==> config.mk <==
export PLATFORM = sky130hd
export DESIGN_NAME = random_draw
export DESIGN_NICKNAME = d
export VERILOG_FILES = /design/src/rtl/random_draw.sv
export SDC_FILE = /design/constraint.sdc
export NUM_CORES = 1
export LEC_CHECK = 0
export ABC_AREA = 1
export CAP_MARGIN = 40
export CORE_MARGIN = 3
export CORE_UTILIZATION = 35
export CTS_CLUSTER_DIAMETER = 40
export DETAILED_ROUTE_END_ITERATION = 8
export GPL_TIMING_DRIVEN = 0
export PLACE_DENSITY = 0.57
export SLEW_MARGIN = 40
export SYNTH_ARGS = -nofsm -noshare
export SYNTH_HDL_FRONTEND = slang
export SYNTH_SLANG_ARGS = --single-unit
==> constraint.sdc <==
create_clock -name clk -period 2.8 [get_ports clk]
set_input_delay 0.7 -clock clk [delete_from_list [all_inputs] [get_ports clk]]
set_output_delay 0.7 -clock clk [all_outputs]
set_load 0.02 [all_outputs]
==> src/rtl/random_draw.sv <==
// rtl/random_draw.sv - draws COUNT distinct values in 0..max from an external counter-based generator
// Optional duplicate rejection via the used bitmap: RANDOM_DRAW_DUPCHECK_EN
module random_draw #(
    parameter int COUNT = 16
) (
    input  logic       clk,
    input  logic       rst,
    input  logic [6:0] max,
    input  logic       start,
    output logic [6:0] rnd_max,
    output logic       rnd_trigger,
    input  logic [6:0] rnd_value,
    output logic [6:0] val_out,
    output logic [6:0] val_idx,
    output logic       val_valid,
    output logic       busy,
    output logic       done,
    output logic       err
);
    typedef enum logic [1:0] {IDLE, REQ, CHECK} state_e;

    localparam logic [7:0] COUNT_W  = 8'(COUNT);
    localparam logic [6:0] LAST_IDX = 7'(COUNT - 1);

    state_e     state_q, state_d;
    logic [6:0] max_q, max_d;
    logic [6:0] cnt_q, cnt_d;
    logic [6:0] val_q, val_d;
    logic [6:0] idx_q, idx_d;
    logic       valid_q, valid_d;
    logic       done_q, done_d;
    logic       err_q, err_d;

    logic start_ok, in_range, dup, accept, last;

    // Widened to 8 bits so max=127 with COUNT=128 is still legal.
    assign start_ok = COUNT_W <= ({1'b0, max} + 8'd1);
    assign in_range = rnd_value <= max_q;
    assign last     = cnt_q == LAST_IDX;

`ifdef RANDOM_DRAW_DUPCHECK_EN
    logic [127:0] used_q, used_d;
    assign dup = used_q[rnd_value];
`else
    assign dup = 1'b0;
`endif

    assign accept = (state_q == CHECK) && in_range && !dup;

    always_comb begin
        state_d = state_q;
        max_d   = max_q;
        cnt_d   = cnt_q;
        val_d   = val_q;
        idx_d   = idx_q;
        valid_d = 1'b0;
        done_d  = 1'b0;
        err_d   = 1'b0;
`ifdef RANDOM_DRAW_DUPCHECK_EN
        used_d  = used_q;
`endif
        case (state_q)
            IDLE: begin
                if (start) begin
                    if (start_ok) begin
                        max_d   = max;
                        cnt_d   = 7'd0;
`ifdef RANDOM_DRAW_DUPCHECK_EN
                        used_d  = '0;
`endif
                        state_d = REQ;
                    end else begin
                        err_d = 1'b1;
                    end
                end
            end
            REQ:   state_d = CHECK;
            CHECK: begin
                state_d = REQ;
                if (accept) begin
`ifdef RANDOM_DRAW_DUPCHECK_EN
                    used_d[rnd_value] = 1'b1;
`endif
                    val_d   = rnd_value;
                    idx_d   = cnt_q;
                    valid_d = 1'b1;
                    cnt_d   = cnt_q + 7'd1;
                    if (last) begin
                        done_d  = 1'b1;
                        state_d = IDLE;
                    end
                end
            end
            default: state_d = IDLE;
        endcase
    end

    always_ff @(posedge clk or posedge rst) begin
        if (rst) begin
            state_q <= IDLE;
            max_q   <= 7'd0;
            cnt_q   <= 7'd0;
            val_q   <= 7'd0;
            idx_q   <= 7'd0;
            valid_q <= 1'b0;
            done_q  <= 1'b0;
            err_q   <= 1'b0;
`ifdef RANDOM_DRAW_DUPCHECK_EN
            used_q  <= '0;
`endif
        end else begin
            state_q <= state_d;
            max_q   <= max_d;
            cnt_q   <= cnt_d;
            val_q   <= val_d;
            idx_q   <= idx_d;
            valid_q <= valid_d;
            done_q  <= done_d;
            err_q   <= err_d;
`ifdef RANDOM_DRAW_DUPCHECK_EN
            used_q  <= used_d;
`endif
        end
    end

    assign rnd_max     = max_q;
    assign rnd_trigger = state_q == REQ;
    assign busy        = state_q != IDLE;
    assign val_out     = val_q;
    assign val_idx     = idx_q;
    assign val_valid   = valid_q;
    assign done        = done_q;
    assign err         = err_q;
endmodule

* Word-level counts from Yosys, hierarchy flattened
Cells that the tools add are included.
** Cells by class
- $add $sub $neg :: 2
- Magnitude comparators :: 2
- Equality and inequality tests :: 6
- Muxes and demuxes :: 17
- Reductions and logical operators :: 8
** Operators with widths (number)
- $mux W7 :: 3
- $pmux W7 S2 :: 1
- $mux W1 :: 10
- $add A7 B1 Y8 const B :: 1
- $le A5 B8 Y1 const A :: 1
- $add A7 B1 Y7 const B :: 1
- $eq A7 B4 Y1 const B :: 1
- $le A7 B7 Y1 :: 1
- $ne A2 B2 Y1 const B :: 3
- $pmux W2 S3 :: 1
- $mux W2 :: 2
- $reduce_and A2 Y1 :: 2
- $reduce_and A4 Y1 :: 1
- $reduce_bool A2 Y1 :: 2
- $reduce_and A3 Y1 :: 1
- $eq A2 B1 Y1 const B :: 1
- $eq A2 B2 Y1 const B :: 1
- $logic_not A2 Y1 :: 1
- $logic_and A1 B1 Y1 :: 1
** Storage, ports and cells
- Bits in registers :: 33
- Bits of input ports :: 17
- Output and inout port bits :: 26
- Logic and storage cells :: 43

* Depth between registers and ports, before layout
- Depth after elaboration :: 5
- Depth in mapped cells :: 12

* Least setup slack after synthesis
Ideal clock, no wire load.
- Path type :: input to register
- From :: in rnd_value[6]
- To :: reg cnt_q[2]
- Setup time :: 0.117 ns
- Data arrival time :: 1.734 ns
- Setup slack :: 0.949 ns
- Stages on the path :: 10
- Cell sequence :: ha_1 nand2_2 inv_1 a21oi_1 nand2_1 nand2_2 nand2_4 buf_12 nand3_1 nand2_1
** Between the ends
- Cells in the longest elaborated chain, start to end :: 4
** RTL lines
- start, declared :: RTL line 12 : input logic [6:0] rnd_value,
- $le A7 B7 Y1 :: RTL line 38 : assign in_range = rnd_value <= max_q;
- $logic_and A1 B1 Y1 :: RTL line 48 : assign accept = (state_q == CHECK) && in_range && !dup;
- $ne A2 B2 Y1 (no line)
- $reduce_and A4 Y1 (no line)
- end signal, assigned :: RTL line 114 : cnt_q <= cnt_d;
- end, declared :: RTL line 27 : logic [6:0] cnt_q, cnt_d;
No other way between the ends.
A chain may end at the register's enable or synchronous reset.

* Worst setup path in the final report
- From :: reg state_q[1]
- To :: out busy
** Between the ends
- Cells in the longest elaborated chain, start to end :: 1
** RTL lines
- start, declared :: RTL line 25 : state_e state_q, state_d;
- start signal, assigned :: RTL line 112 : state_q <= state_d;
- $reduce_bool A2 Y1 :: RTL line 128 : assign busy = state_q != IDLE;
- end, declared :: RTL line 16 : output logic busy,
No other way between the ends.

==> flow_metrics.py <==
metrics = {
    "cts": {
        "cts_setup_buffers": 0,
        "numCtsBuffers": 5,
        "clock-sinks": 33,
        "ctsResizeCount": 0,
        "cts_hold_buf": 0,
        "clk_latency_ns": 0.28,
        "clk_path_buf_depth": 2,
        "clockRootBuffer": "clkbuf_8",
        "tritoncts": "done",
        "htreeDepth": 2,
        "clk_pin_slew_worst_paths_ns": 0.07,
    },
    "critical_path": {
        "setup.worst_path.end_class": "output port",
        "crit_required_ns": 2.10,
        "critical_path_class": "reg2out",
        "crit_arrival_ns": 1.46,
        "timing.critical_path.fanout_max": 4,
        "critPathLaunchType": "flop",
    },
    "placement": {
        "gp_congestion": 0.853,
        "io_buffers": 42,
        "dp_hpwl_um": 2820,
    },
    "yosys": {
        "synth_warnings": 0,
        "synth_seq_cells": 33,
        "synth_flop_cell": "dfrtp_1",
        "synth_cell_types": 24,
        "syn_nets": 221,
        "postSynthAreaPerCell_um2": 8.61,
        "ys_seq_area_frac": 0.489,
        "synthTopCellsByArea": "dfrtp_1 49%, nand2_1 15%, ha_1 5.9%",
        "yosysTopAreaCellShare": 0.489,
        "synth_area_um2": 1690,
        "synth_edf_count": 0,
        "synth.most_common_cell": "nand2_1",
        "synth-async-reset-ratio": 1.00,
        "synth.largest_area_cell": "dfrtp_1",
        "synth_common_cells": "69 x nand2_1, 33 x dfrtp_1, 25 x inv_1, 11 x nor2_1, 8 x ha_1",
        "netlist_instances": 196,
    },
    "die": {
        "core-area_um2": 4500,
        "io_pins": 43,
        "core.rowCount": 24,
        "die-area_um2": 5690,
        "chipWidth_um": 75.4,
        "start_util": 0.375,
        "die_height_um": 75.4,
    },
    "drt": {
        "via_per_inst": 4.61,
        "route.detailed.drc": 0,
        "vias": 1374,
        "wl_um": 3720,
        "first_pass_iters": 4,
        "detail_route.wl_per_cell_um": 12.5,
        "postRouteAntennaNets": 0,
        "first_iter_violations": 36,
    },
    "global_routing": {
        "grt_use_total": 0.147,
        "overflow": 0,
        "grt_max_degree": 34,
        "grt_pass1_vias": 1295,
        "antenna_found_initial": 0,
        "grt_pass1_wl_um": 6300,
    },
    "pwr": {
        "p_total_mw": 2.23,
        "p_per_area_nw_per_um2": 978,
        "seqPwrFrac": 0.333,
        "ir_worst_vdd_uv": 576,
        "p_leak_nw": 1.15,
        "switching_share": 0.404,
        "p_int_mw": 1.33,
        "pwr-share-clk": 0.179,
        "switching_power_mw": 0.899,
        "comb_power_share": 0.488,
    },
    "job": {
        "max-cap-violations": 0,
    },
    "hold_path": {
        "hold_class": "reg2reg",
    },
    "timing": {
        "max_slew_margin": 0.538,
        "grt_setup_unrepaired": "no",
        "min_period_over_period": 0.771,
        "finalClockSkew_ns": 0.00435,
        "hold_viol_final": 0,
        "final-setup-viol-count": 0,
        "fin_tns_setup_ns": 0,
        "period_needed_ns": 2.16,
        "tightestPinTransition_ns": 0.692,
        "slew_viol_final": 0,
        "fmax_mhz": 463,
    },
    "cells_and_area": {
        "antennaDiodeCount": 0,
        "fillers": 470,
        "nNetsFinal": 270,
        "drive_gt1_frac": 0.122,
        "areaGrowthSynthToFinish_pct": 34.8,
    },
    "outcome": {
        "outcome": "finished, final reports clean",
    },
}
## critical path: stages, from the launching register on
cell	delay, ns
dfrtp_1	0.39
inv_1	0.07
nand2_1	0.10
clkdlybuf4s50_1	0.62
## state kept, by name (all words and copies together) (netlist names)
name       count
val_valid      1
state_q        2
err            1
val_idx        7
val_out        7
rnd_max        7
cnt_q          7
done           1
## metal layers
metal  global-route usage  vias to the layer above  wire [um]
met1                0.210                      623       1860
li1                     -                      714          -
met3               0.0277                        5        123
met4               0.0583                        0         64
met2                0.218                       32       1670
met5                    0                        -          0
## power by group through the flow
stage / logic [mW] / clock network (mW) / registers, mW
CTS: 1.11 / 0.407 / 0.743
finish: 1.09 / 0.399 / 0.741
floorplan: 0.527 / 0 / 0.885
global route: 1.21 / 0.429 / 0.761
detailed placement: 1.10 / 0 / 0.752
global placement: 1.09 / 0 / 0.744
## final cells by class
class                   count  area (um^2)  area share
inverters                  26         97.6      0.0429
flip-flops and latches     33          826       0.363
multi-input cells         132          701       0.308
plain buffers               5         63.8      0.0281
clock buffers               7         96.3      0.0424
repair buffers             42          420       0.185
clock inverters             1         5.00     0.00220
well taps                  52         65.1      0.0286
## placed cells by master, fill, tap and decap left out
| cell | Yosys | final |
|---|---|---|
| ha_1 | 8 | 8 |
| nor2_1 | 11 | 11 |
| clkbuf_8 | 1 | 8 |
| buf_12 | 1 | 1 |
| clkinv_2 | 0 | 1 |
| nor3_1 | 2 | 2 |
| a21oi_1 | 6 | 6 |
| inv_1 | 25 | 24 |
| nor2_2 | 1 | 1 |
| nand3_2 | 5 | 5 |
| nor3_2 | 2 | 2 |
| clkdlybuf4s50_1 | 0 | 42 |
| nor4_1 | 1 | 1 |
| xor2_1 | 3 | 3 |
| nand2_2 | 2 | 2 |
| buf_6 | 2 | 2 |
| nand2_1 | 69 | 69 |
| inv_2 | 1 | 2 |
| a21o_2 | 1 | 1 |
| nand2_4 | 1 | 1 |
| o21ai_0 | 4 | 4 |
| buf_4 | 1 | 1 |
| dfrtp_1 | 33 | 33 |
| nand3_1 | 7 | 7 |
| o21ai_2 | 3 | 3 |
| nand4_1 | 6 | 6 |
## path summary, 6_finish.rpt
| path | start | endpoint | slack [ns] | cells past startpoint |
|---|---|---|---|---|
| max in group asynchronous | rst | cnt_q[0]$_DFFE_PP0P_ | 1.51 | 2 |
| max reg2reg | rnd_max[6]$_DFFE_PP0P_ | cnt_q[2]$_DFFE_PP0P_ | 1.05 | 11 |
| max | state_q[1]$_DFFE_PP0P_ | busy | 0.64 | 3 |
| min reg2reg | val_idx[2]$_DFFE_PP0P_ | val_idx[2]$_DFFE_PP0P_ | 0.48 | 2 |
| min in group asynchronous | rst | val_idx[1]$_DFFE_PP0P_ | 0.84 | 2 |
| min | val_idx[2]$_DFFE_PP0P_ | val_idx[2]$_DFFE_PP0P_ | 0.48 | 2 |
## stage by stage
step,cell area [um^2],hold WS [ns],utilization,setup slack [ns],std cells
2_1_floorplan,1690,0.446,-,0.949,196
3_3_place_gp,2170,0.459,0.483,0.345,290
3_5_place_dp,2170,0.464,0.483,0.336,290
4_1_cts,2270,0.483,0.505,0.628,298
5_1_grt,2270,0.498,0.505,0.496,298
6_report,2270,0.479,0.505,0.641,298
## cells by family (layout without fill, tap and decap cells)
family / count (synthesis) / count (layout) / share of synthesized area
simple gates: 107 / 107 / 0.290
flops: 33 / 33 / 0.489
xor+xnor: 3 / 3 / 0.0156
buf+inv: 31 / 81 / 0.0956
compound gates: 14 / 14 / 0.0504
fa+ha+maj: 8 / 8 / 0.0593
Power figures use the tool's default switching activity.
